==> config.mk <==
export PLATFORM = sky130hd
export DESIGN_NAME = memory_access_unit
export DESIGN_NICKNAME = d
export VERILOG_FILES = /design/src/rtl/types_pkg.sv /design/src/rtl/load_formatter.sv /design/src/rtl/memory_access_unit.sv
export SDC_FILE = /design/constraint.sdc
export NUM_CORES = 1
export LEC_CHECK = 0
export BUFFER_PORTS_ARGS = -buffer_cell sky130_fd_sc_hd__buf_2
export CORE_MARGIN = 2
export CORE_UTILIZATION = 50
export DETAILED_ROUTE_END_ITERATION = 10
export PLACE_DENSITY = 0.92
export SYNTH_ARGS = -nofsm -noshare
export SYNTH_HDL_FRONTEND = slang
export SYNTH_HIERARCHICAL = 1
export SYNTH_SLANG_ARGS = --single-unit
==> constraint.sdc <==
create_clock -name clk -period 5.5 [get_ports clk]
set_input_delay 1.65 -clock clk [delete_from_list [all_inputs] [get_ports clk]]
set_output_delay 1.65 -clock clk [all_outputs]
set_load 0.05 [all_outputs]
==> src/rtl/types_pkg.sv <==
// Shared types and helpers for the MEMORY-stage data-memory interface.
// Provides the data bus width, load/store access size, FSM state encoding,
// the latched request payload, and byte-lane helper functions.
package types_pkg;

    localparam int unsigned DATA_BUS = 32;
    localparam int unsigned BE_W     = DATA_BUS / 8;

    // Access size of a load/store; 2'b11 is not a legal size and decodes as WORD.
    typedef enum logic [1:0] {
        BYTE = 2'b00,
        HALF = 2'b01,
        WORD = 2'b10
    } byte_format;

    typedef enum logic [1:0] {
        IDLE = 2'b00,
        REQ  = 2'b01,
        DONE = 2'b10
    } mem_state_t;

    // Request fields captured in IDLE and held for the whole bus transaction.
    typedef struct packed {
        logic [DATA_BUS-1:0] addr;
        logic [1:0]          off;
        logic [BE_W-1:0]     be;
        logic [DATA_BUS-1:0] wdata;
        logic                we;
        byte_format          fmt;
        logic                ext;
    } mem_req_t;

    // Byte enables for an access of size fmt at byte offset off within the word.
    function automatic logic [BE_W-1:0] be_gen(input byte_format fmt, input logic [1:0] off);
        case (fmt)
            BYTE:    return 4'b0001 << off;
            HALF:    return 4'b0011 << off;
            default: return 4'b1111;
        endcase
    endfunction

    // An access is misaligned when it would cross its natural boundary.
    function automatic logic is_misaligned(input byte_format fmt, input logic [1:0] off);
        case (fmt)
            BYTE:    return 1'b0;
            HALF:    return off[0];
            default: return |off;
        endcase
    endfunction

    // Replicate the store data so the selected lanes carry it whatever the offset.
    function automatic logic [DATA_BUS-1:0] wdata_gen(input byte_format fmt,
                                                      input logic [DATA_BUS-1:0] wd);
        case (fmt)
            BYTE:    return {4{wd[7:0]}};
            HALF:    return {2{wd[15:0]}};
            default: return wd;
        endcase
    endfunction

endpackage

==> src/rtl/load_formatter.sv <==
// Load data formatter: picks the addressed byte/halfword from a read word and
// sign- or zero-extends it; whole words pass straight through.
// Ports:
//   rdata_i   read word from the bus
//   offset_i  byte offset of the access within the word
//   fmt_i     access size (byte_format encoding)
//   extend_i  1 = sign-extend, 0 = zero-extend
//   result_o  formatted 32-bit load value (combinational)
module load_formatter
    import types_pkg::*;
(
    input  logic [DATA_BUS-1:0] rdata_i,
    input  logic [1:0]          offset_i,
    input  logic [1:0]          fmt_i,
    input  logic                extend_i,
    output logic [DATA_BUS-1:0] result_o
);

    logic [15:0] low_half;

    // Bring the addressed lane down to bit 0; only the low halfword is ever needed.
    assign low_half = 16'(rdata_i >> {offset_i, 3'b000});

    always_comb begin
        result_o = rdata_i;
        case (byte_format'(fmt_i))
            BYTE:    result_o = {{24{extend_i & low_half[7]}},  low_half[7:0]};
            HALF:    result_o = {{16{extend_i & low_half[15]}}, low_half};
            default: result_o = rdata_i;
        endcase
    end

endmodule

==> src/rtl/memory_access_unit.sv <==
// MEMORY-stage data-memory interface. Converts the stage's load/store control
// into a req/ack bus transaction, stalls the pipeline until it completes, and
// returns formatted load data. Misaligned accesses are flagged without issuing;
// a bus that never acknowledges is aborted after TIMEOUT_CYCLES.
// Ports:
//   clk, rst                       clock, asynchronous active-high reset
//   ValidM_i .. MemExtendM_i       MEMORY-stage instruction control and operands
//   StallM_o                       combinational stall for upstream registers
//   ReadDataM_o, MisalignM_o,      registered results, valid only in DONE
//   BusErrM_o
//   mem_req_o .. mem_wdata_o       bus request side, driven only while in REQ
//   mem_ack_i, mem_rdata_i         bus completion and read data
module memory_access_unit
    import types_pkg::*;
#(
    parameter int unsigned TIMEOUT_CYCLES = 16
) (
    input  logic                clk,
    input  logic                rst,
    input  logic                ValidM_i,
    input  logic [DATA_BUS-1:0] ALU_outM_i,
    input  logic [DATA_BUS-1:0] WriteDataM_i,
    input  logic                MemWriteM_i,
    input  logic                ResultSrcM_i,
    input  logic [1:0]          ByteSelectM_i,
    input  logic                MemExtendM_i,
    output logic                StallM_o,
    output logic [DATA_BUS-1:0] ReadDataM_o,
    output logic                MisalignM_o,
    output logic                BusErrM_o,
    output logic                mem_req_o,
    output logic                mem_we_o,
    output logic [DATA_BUS-1:0] mem_addr_o,
    output logic [BE_W-1:0]     mem_be_o,
    output logic [DATA_BUS-1:0] mem_wdata_o,
    input  logic                mem_ack_i,
    input  logic [DATA_BUS-1:0] mem_rdata_i
);

    localparam int unsigned CNT_W = $clog2(TIMEOUT_CYCLES);

    mem_state_t          state_q, state_d;
    logic [CNT_W-1:0]    cnt_q, cnt_d;
    mem_req_t            req_q, req_d;
    logic [DATA_BUS-1:0] rdata_q, rdata_d;
    logic                mis_q, mis_d;
    logic                berr_q, berr_d;

    logic                access;
    logic                in_req;
    byte_format          fmt_in;
    logic [DATA_BUS-1:0] load_data;

    assign access = ValidM_i & (MemWriteM_i | ResultSrcM_i);
    assign fmt_in = byte_format'(ByteSelectM_i);
    assign in_req = (state_q == REQ);

    // Formats from the latched request so live inputs cannot disturb the result.
    load_formatter u_load_formatter (
        .rdata_i  (mem_rdata_i),
        .offset_i (req_q.off),
        .fmt_i    (req_q.fmt),
        .extend_i (req_q.ext),
        .result_o (load_data)
    );

    // State, timeout counter, request latches and result registers.
    always_ff @(posedge clk or posedge rst) begin
        if (rst) begin
            state_q <= IDLE;
            cnt_q   <= '0;
            req_q   <= '0;
            rdata_q <= '0;
            mis_q   <= 1'b0;
            berr_q  <= 1'b0;
        end else begin
            state_q <= state_d;
            cnt_q   <= cnt_d;
            req_q   <= req_d;
            rdata_q <= rdata_d;
            mis_q   <= mis_d;
            berr_q  <= berr_d;
        end
    end

    // Next-state logic; result registers default to 0 so they pulse only in DONE.
    always_comb begin
        state_d = state_q;
        cnt_d   = cnt_q;
        req_d   = req_q;
        rdata_d = '0;
        mis_d   = 1'b0;
        berr_d  = 1'b0;

        case (state_q)
            IDLE: begin
                if (access) begin
                    if (is_misaligned(fmt_in, ALU_outM_i[1:0])) begin
                        state_d = DONE;
                        mis_d   = 1'b1;
                    end else begin
                        state_d     = REQ;
                        cnt_d       = '0;
                        req_d.addr  = {ALU_outM_i[DATA_BUS-1:2], 2'b00};
                        req_d.off   = ALU_outM_i[1:0];
                        req_d.be    = be_gen(fmt_in, ALU_outM_i[1:0]);
                        req_d.wdata = wdata_gen(fmt_in, WriteDataM_i);
                        req_d.we    = MemWriteM_i;
                        req_d.fmt   = fmt_in;
                        req_d.ext   = MemExtendM_i;
                    end
                end
            end
            REQ: begin
                // An ack on the final counted cycle still wins over the timeout.
                if (mem_ack_i) begin
                    state_d = DONE;
                    cnt_d   = '0;
                    if (!req_q.we) begin
                        rdata_d = load_data;
                    end
                end else if (cnt_q == CNT_W'(TIMEOUT_CYCLES - 1)) begin
                    state_d = DONE;
                    cnt_d   = '0;
                    berr_d  = 1'b1;
                end else begin
                    cnt_d = cnt_q + CNT_W'(1);
                end
            end
            DONE: begin
                // Pipeline advances on this edge; never re-issue the same access.
                state_d = IDLE;
                cnt_d   = '0;
            end
            default: begin
                state_d = IDLE;
                cnt_d   = '0;
            end
        endcase
    end

    // Reset gates the stall so the pipeline is released the moment rst rises.
    assign StallM_o    = access & (state_q != DONE) & ~rst;

    assign ReadDataM_o = rdata_q;
    assign MisalignM_o = mis_q;
    assign BusErrM_o   = berr_q;

    assign mem_req_o   = in_req;
    assign mem_we_o    = in_req & req_q.we;
    assign mem_addr_o  = in_req ? req_q.addr  : '0;
    assign mem_be_o    = in_req ? req_q.be    : '0;
    assign mem_wdata_o = in_req ? req_q.wdata : '0;

endmodule

==> results by stage, run 1 <==
Worst setup path:
- Following the worst setup path forward leads to its endpoint at StallM_o.
- In this run the worst setup path begins at MemWriteM_i.
- The setup slack of the most critical reg-to-reg path is ~2.9 ns.
- The endpoint identified for the worst register-to-register timing path is ReadDataM_o[19].
- The endpoint arrival time on the critical path is ~2.5 ns.
- The critical path is of the in -> out type.
- The maximum fanout along the worst path is 3.
- The critical path capture point type is an output pin.
- STA classifies the critical path startpoint as a primary input.
- The start of the worst register-to-register path is req_q[41].
- For the worst setup path, the data required time is 3.85 ns.
- For the worst flop-to-flop path, the logic depth is 4.

Detailed routing:
- The vias after detailed routing is 4652.
- Once detail routing completed, the nets flagged for antenna violations numbered 0.
- After detailed routing, the number of vias per cell comes to approximately 5.3.
- In the final routed layout, each cell accounts on average for between 15 and 20 um.
- After detailed routing, the number of remaining DRC violations is 0.
- The total wire length is 14100 um.
- The detailed router finished its first iteration with between 200 and 300 violations.
- The first detailed-routing pass took 4 iterations.

Final layout:
- The final layout contains 832 nets.
- The final non-filler cell total is roughly 870.
- In the final layout, the share of cells above drive strength 1 is 0.376.
- For this run, the share of the core covered by cells in the final layout is 0.639.
- The area growth from synthesis to final layout is 23.3%.
- The total non-filler cell area in the finished layout is about 7000 um2.
- The number of inserted diodes is 0.

STA:
- For the final database, setup skew stands at 0.00763 ns.
- Dividing the final minimum period by the clock period gives 0.746.
- For this run, the top clock speed supported by timing is 0.244 GHz.
- On the final layout, the worst hold slack is approximately 0.48 ns.
- The final setup violation count is 0.
- Counting I/O delays and the setup requirement, the final critical path takes slightly above 4 ns.
- The final-report max-slew violation count came to 0.
- The relative slew slack is 0.282.
- The final count of hold timing violations was 0.
- The worst path meets setup with between 1 and 1.5 ns of slack.
- For the final routed database, the setup TNS stands at 0 ns.
- For the pin with the worst max-slew slack, the measured transition is about 1.1 ns.
- Setup repair after global routing left no endpoint under its margin.

Run status:
- The run finished with clean final reports.

Synthesis:
- By count the netlist is led by sky130_fd_sc_hd__dfrtp_1, sky130_fd_sc_hd__and2_1, sky130_fd_sc_hd__nand2_1, sky130_fd_sc_hd__mux2_2, sky130_fd_sc_hd__o21ai_0.
- Among all flip-flop cells after synthesis, the most frequent one is sky130_fd_sc_hd__dfrtp_1.
- The total of flip-flops plus latches after synthesis is 112.
- The biggest area consumer among synthesized cells is sky130_fd_sc_hd__dfrtp_1.
- The most numerous cell in the Yosys netlist is sky130_fd_sc_hd__dfrtp_1.
- Counting flops with an async set or reset pin after synthesis yields a share of 1.00.
- Of the post-synthesis cell area, the dominant cell type holds 0.493.
- Ranked by total cell area, the synthesized netlist is headed by sky130_fd_sc_hd__dfrtp_1, sky130_fd_sc_hd__and2_1, sky130_fd_sc_hd__mux2_2.
- During synthesis, Yosys emitted a total of 6 warnings.
- The cell area that synthesis handed to floorplanning was 5690 um2.
- The mean cell area of the mapped netlist is between 10 and 15 um2.
- The number of distinct library cells after synthesis is 53.
- Of the synthesized area, sequential elements account for 0.493.
- Counting every instance in the synthesized netlist gives 545.
- Counting flops with a built-in enable in the synthesized netlist gives 0.

Global route:
- The maximum number of pins on one net before global-route repair is 91.
- The initial antenna violation count is 0.
- The remaining global-route overflow is 0.
- The via count of the first global-routing pass came to roughly 4.6k.
- Across every metal layer, demand over resource in global routing totals 0.228.
- The first global-routing pass estimated about 23000 um of wire.

Pwr:
- The worst-case IR drop observed on VDD is between 0.2 and 0.3 mV.
- In this run the static leakage power is 3.75 nW.
- Of the total power, the clock network draws 0.223.
- The combinational share of power is 0.352.
- The share of total power dissipated in sequential elements is 0.425.
- The net load switching power is ~1.1 mW.
- Power comes to ~2.9 mW.
- The internal portion of the total power is around 1.8 mW.
- Dividing total power by cell area gives a power density of about 410 nW/um2.
- Of the total power, the share spent switching nets is 0.383.

Placed design:
- The half-perimeter wire length after placement is roughly 10000 um.
- The placement-stage worst setup slack is 1.39 ns.
- The congestion estimate from routability-driven global placement came to ~0.83.
- In this run the tool buffered the top-level ports with 207 buffer cells.
- After detailed placement, the total cell area comes to between 6000 and 7000 um2.
- The cell total after placement is ~860.

Floorplan:
- For this configuration, the core starts out at a cell density of 0.518.
- The floorplan die width is approximately 110 um.
- After floorplanning, the core was divided into 38 placement rows.
- The total die area is ~12000 um2.
- The total I/O pin count is between 200 and 250.
- The height of the die is approximately 110 um.
- The floorplan core area is 11000 um2.

Clock network:
- After clock tree synthesis, the flow added hold-fix buffers numbering 0.
- The root cell of the clock tree is sky130_fd_sc_hd__clkbuf_16.
- The number of gates resized after CTS was 0.
- The number of H-tree branching levels is 3.
- The clock insertion delay at the later pin of the skew report is 0.35 ns.
- After clock tree synthesis, the clock-pin slew on the worst setup and hold paths is around 0.080 ns.
- The TritonCTS buffer count is 9.
- The TritonCTS clock tree is yes.
- CTS saw 112 sinks.
- The maximum buffer depth of the clock tree is 2.
- Once the clock tree was built, the setup fixing pass inserted 0 buffers.

Hold path:
- The worst hold path was traced through 2 stages.
- The min-delay analysis places its worst path in the category reg -> reg.
- The startpoint of the tightest hold check path is req_q[24].

Run:
- Max-cap violations in this run came to 0.
-- worst max-delay path, stage by stage --
cell and delay, ns:
sky130_fd_sc_hd__buf_2 0.12, sky130_fd_sc_hd__o21ai_0 0.12, sky130_fd_sc_hd__nor3_1 0.25, sky130_fd_sc_hd__buf_2 0.31
-- routing by layer --
metal / GRT usage / share of wire
met1: 0.283 / 0.41
met4: 0.0767 / 0.024
met3: 0.0601 / 0.071
met5: 0 / 0
met2: 0.387 / 0.50
-- flip-flops by register name, indices dropped and copies added, names as in the netlist --
signal	flops
ReadDataM_o	32
req_q	72
cnt_q	4
state_q	2
MisalignM_o	1
BusErrM_o	1
-- cell type report --
| cell class | count | area, um2 |
|---|---|---|
| clock inverter | 4 | 35.0 |
| fill | 897 | 3970 |
| inverter | 8 | 32.5 |
| tap | 140 | 175 |
| multi-input combinational | 384 | 2650 |
| sequential | 112 | 2800 |
| clock buffer | 12 | 256 |
| timing repair buffer | 211 | 1070 |
-- worst min-delay path by stage --
stage	endpoint	slack, ns
final	req_q[24]	0.48
after global routing	req_q[26]	0.51
after CTS	req_q[32]	0.48
after detailed placement	req_q[36]	0.46
after global placement	req_q[20]	0.45
after floorplan	req_q[36]	0.44
-- cells by family (layout without fill, tap and decap cells) --
logic type,count (synthesis),count (layout),synth area share
buffers and inverters,50,235,0.0427
AND/OR/NAND/NOR,203,203,0.196
flip-flops,112,112,0.493
multiplexers,74,74,0.142
AO/OA/AOI/OAI,104,104,0.124
adder cells (fa/ha/maj),1,1,0.00220
other,1,2,0.000659
-- placed cells by master (no fill, tap or decap), drive strengths merged, types with 2 or more instances in the layout --
cell	count
dfrtp	112
o211a	7
a22o	7
inv	9
nand3	3
nor3	6
a21o	2
o2bb2ai	6
o21ai	48
o31ai	7
clkinvlp	2
nor2b	3
mux2	42
conb	2
and2	98
clkbuf	12
nor3b	2
nand2	63
buf	211
a21oi	12
nor2	14
a2bb2oi	2
a211oi	2
mux2i	31
nand3b	8
-- power groups by stage --
stage                     Combinational (mW)  Clock [mW]  Sequential (mW)
final                                   1.01       0.638             1.22
after global routing                    1.10       0.682             1.25
after CTS                               1.01       0.654             1.21
after detailed placement                1.01           0             1.23
after global placement                 0.985           0             1.22
after floorplan                        0.834           0             1.17
No activity file was read; power rests on OpenSTA's default activity.
==> run 2, diff against run 1 <==
Clock period 5.5 ns to 4.3 ns, I/O delays scaled along.
==> results by stage, run 2 (same netlist as run 1, synthesis figures left out) <==
Run status:
- The flow ran to the end, and the final reports show no timing, DRC or antenna violations.

Hold path:
- The worst hold path was traced through 2 stages.
- The worst hold path class is reg -> reg.

STA:
- In the final timing run, aggregate negative setup slack is 0 ns.
- The final count of hold timing violations is 0.
- Setup repair after global routing left no endpoint under its margin.
- The routed design could run at a clock period as short as 3.46 ns.
- Based on the critical path, the design can be clocked at up to approximately 0.29 GHz.
- The final clock skew is between 0.01 and 0.015 ns.
- The share of the clock period used by the worst path is 0.804.
- The final-report max-slew violation count was 0.
- For the pin with the worst max-slew slack, the measured transition is 0.787 ns.
- The relative slew slack is 0.475.
- Setup violations remaining at the end of the flow were counted as 0.

Worst setup path:
- STA classifies the critical path startpoint as a flop.
- STA classifies the critical path endpoint as an output pin.
- At the worst endpoint, the required time is 3.01 ns.
- The kind of critical path is reg -> out.
- Data arrives at the worst endpoint at between 2 and 2.5 ns.
- The maximum fanout along the worst path is 53.
- The worst reg-to-reg path cell count is 4.

Pwr:
- Dividing total power by cell area gives a power density of roughly 520 nW/um2.
- Overall power consumption after layout is estimated at between 3 and 4 mW.
- Summed over all cells, the static leakage comes to between 3 and 4 nW.
- The worst-case IR drop observed on VDD is around 0.37 mV.

Clock network:
- Clock latency on the worst-skew pair, taken at its later pin, is 0.34 ns.
- No sink is reached through more buffers than the 2 on the longest clock path.
- The TritonCTS buffer count is 9.
- The sink count of the clock tree is around 110.
- The post-CTS setup-driven buffer insertion count is 0.
- TritonCTS built the clock tree.
- CTS placed an instance of sky130_fd_sc_hd__clkbuf_16 at the clock tree root.
- Gates resized during post-CTS repair numbered 0.
- In this run, post-CTS hold repair placed 0 buffers.
- The number of H-tree branching levels is 3.
- After clock tree synthesis, the clock-pin slew on the worst setup and hold paths is about 0.070 ns.

Final layout:
- The total area of sequential cells is around 2800 um2.
- The net count of the finished layout is between 800 and 900.
- The flip-flop count of the largest register after layout is between 70 and 80.
- The layout filler cell count is around 880.
- The total non-filler cell area in the finished layout is roughly 7000 um2.
- In the final layout, the share of cells above drive strength 1 is 0.380.
- More flip-flops sit in one register than any other, and that register is req_q.
- The number of inserted diodes is 0.
- In the layout the commonest cells are sky130_fd_sc_hd__buf_2, sky130_fd_sc_hd__dfrtp_1, sky130_fd_sc_hd__and2_1, sky130_fd_sc_hd__nand2_1, sky130_fd_sc_hd__mux2_2.
- The area growth from synthesis to final layout is 23.8%.
- The area taken by multi-input logic gates is 2650 um2.
- The library cell used most frequently in the layout, excluding fill and tap cells, is sky130_fd_sc_hd__buf_2.

Floorplan:
- The floorplan has 38 rows.
- The floorplan core area is around 11000 um2.
- For this configuration, the core starts out at a cell density of 0.518.
- The total I/O pin count is 210.
- The die covers roughly 12000 um2.
- The die is roughly 110 um tall.
- In this run the horizontal extent of the chip is around 110 um.

Placed design:
- At the end of routability-driven placement, the weighted congestion stood at approximately 0.86.
- Port buffering added slightly above 200 buffers.
- The placed instances occupy a cell area of 6770 um2.
- The half-perimeter wire length after placement is approximately 11000 um.

Run:
- Max-cap violations in this run came to 0.

Global route:
- Global routing finished with a remaining overflow of 0.
- The via count of the first global-routing pass is roughly 4.7k.
- For this run, the total global-route usage over all layers was measured as 0.232.
- The maximum number of pins on one net before global-route repair is around 70.
- The initial antenna violation count is 0.
- The first-pass GRT wire length is about 23000 um.

Detailed routing:
- The final route contains around 4.7k vias.
- The first detailed-routing pass ran for 5 iterations.
- The number of antenna-violating nets in the routed design is 0.
- The via-per-instance ratio is 5.39.
- Dividing the detail-routed wire length by the instance count gives 16.5 um.
- The detailed router finished its first iteration with between 300 and 400 violations.
- The number of remaining DRC errors is 0.
- After detailed routing, the total wire length is 14400 um.
[run 2: worst max-delay path, cell delays in order (launching register included)]
cell                       delay [ns]
sky130_fd_sc_hd__dfrtp_1         0.41
sky130_fd_sc_hd__nand2b_1        0.29
sky130_fd_sc_hd__inv_1           0.38
sky130_fd_sc_hd__buf_12          0.26
sky130_fd_sc_hd__and2_1          0.18
sky130_fd_sc_hd__buf_2           0.26
[run 2: through the flow]
| step | utilization | hold slack, ns | std cells | setup slack [ns] |
|---|---|---|---|---|
| 6_report | 0.641 | 0.477 | 874 | 0.841 |
| 5_1_grt | 0.641 | 0.499 | 874 | 0.744 |
| 4_1_cts | 0.641 | 0.479 | 874 | 0.850 |
| 3_5_place_dp | 0.616 | 0.461 | 858 | 0.938 |
| 3_3_place_gp | 0.616 | 0.454 | 858 | 0.970 |
| 2_1_floorplan | - | 0.441 | 546 | 0.0510 |
[run 2: layout make-up]
class,instances,area share
clock inverter,7,0.00657
timing repair buffer,214,0.158
sequential,112,0.398
tap,140,0.0249
inverter,8,0.00462
clock buffer,9,0.0320
multi-input combinational,384,0.376
[run 2: worst paths after layout]
path	from	endpoint	slack, ns
min reg2reg	req_q[29]	req_q[29]	0.48
max	state_q[1]	mem_wdata_o[12]	0.84
max reg2reg	req_q[41]	ReadDataM_o[19]	1.77
min	req_q[29]	req_q[29]	0.48
min in group asynchronous	rst	req_q[57]	1.09
max in group asynchronous	rst	ReadDataM_o[13]	2.34
[run 2: where the power goes]
| part | internal (mW) | switching, mW |
|---|---|---|
| logic | 0.504 | 0.840 |
| registers | 1.34 | 0.181 |
| clock network | 0.393 | 0.382 |
| total | 2.23 | 1.40 |
[run 2: routing by layer]
layer / up-vias / track usage / share of wire
met5: - / 0 / 0
li1: 2230 / - / -
met4: 0 / 0.0892 / 0.027
met2: 220 / 0.397 / 0.50
met3: 30 / 0.0580 / 0.070
met1: 2234 / 0.284 / 0.40
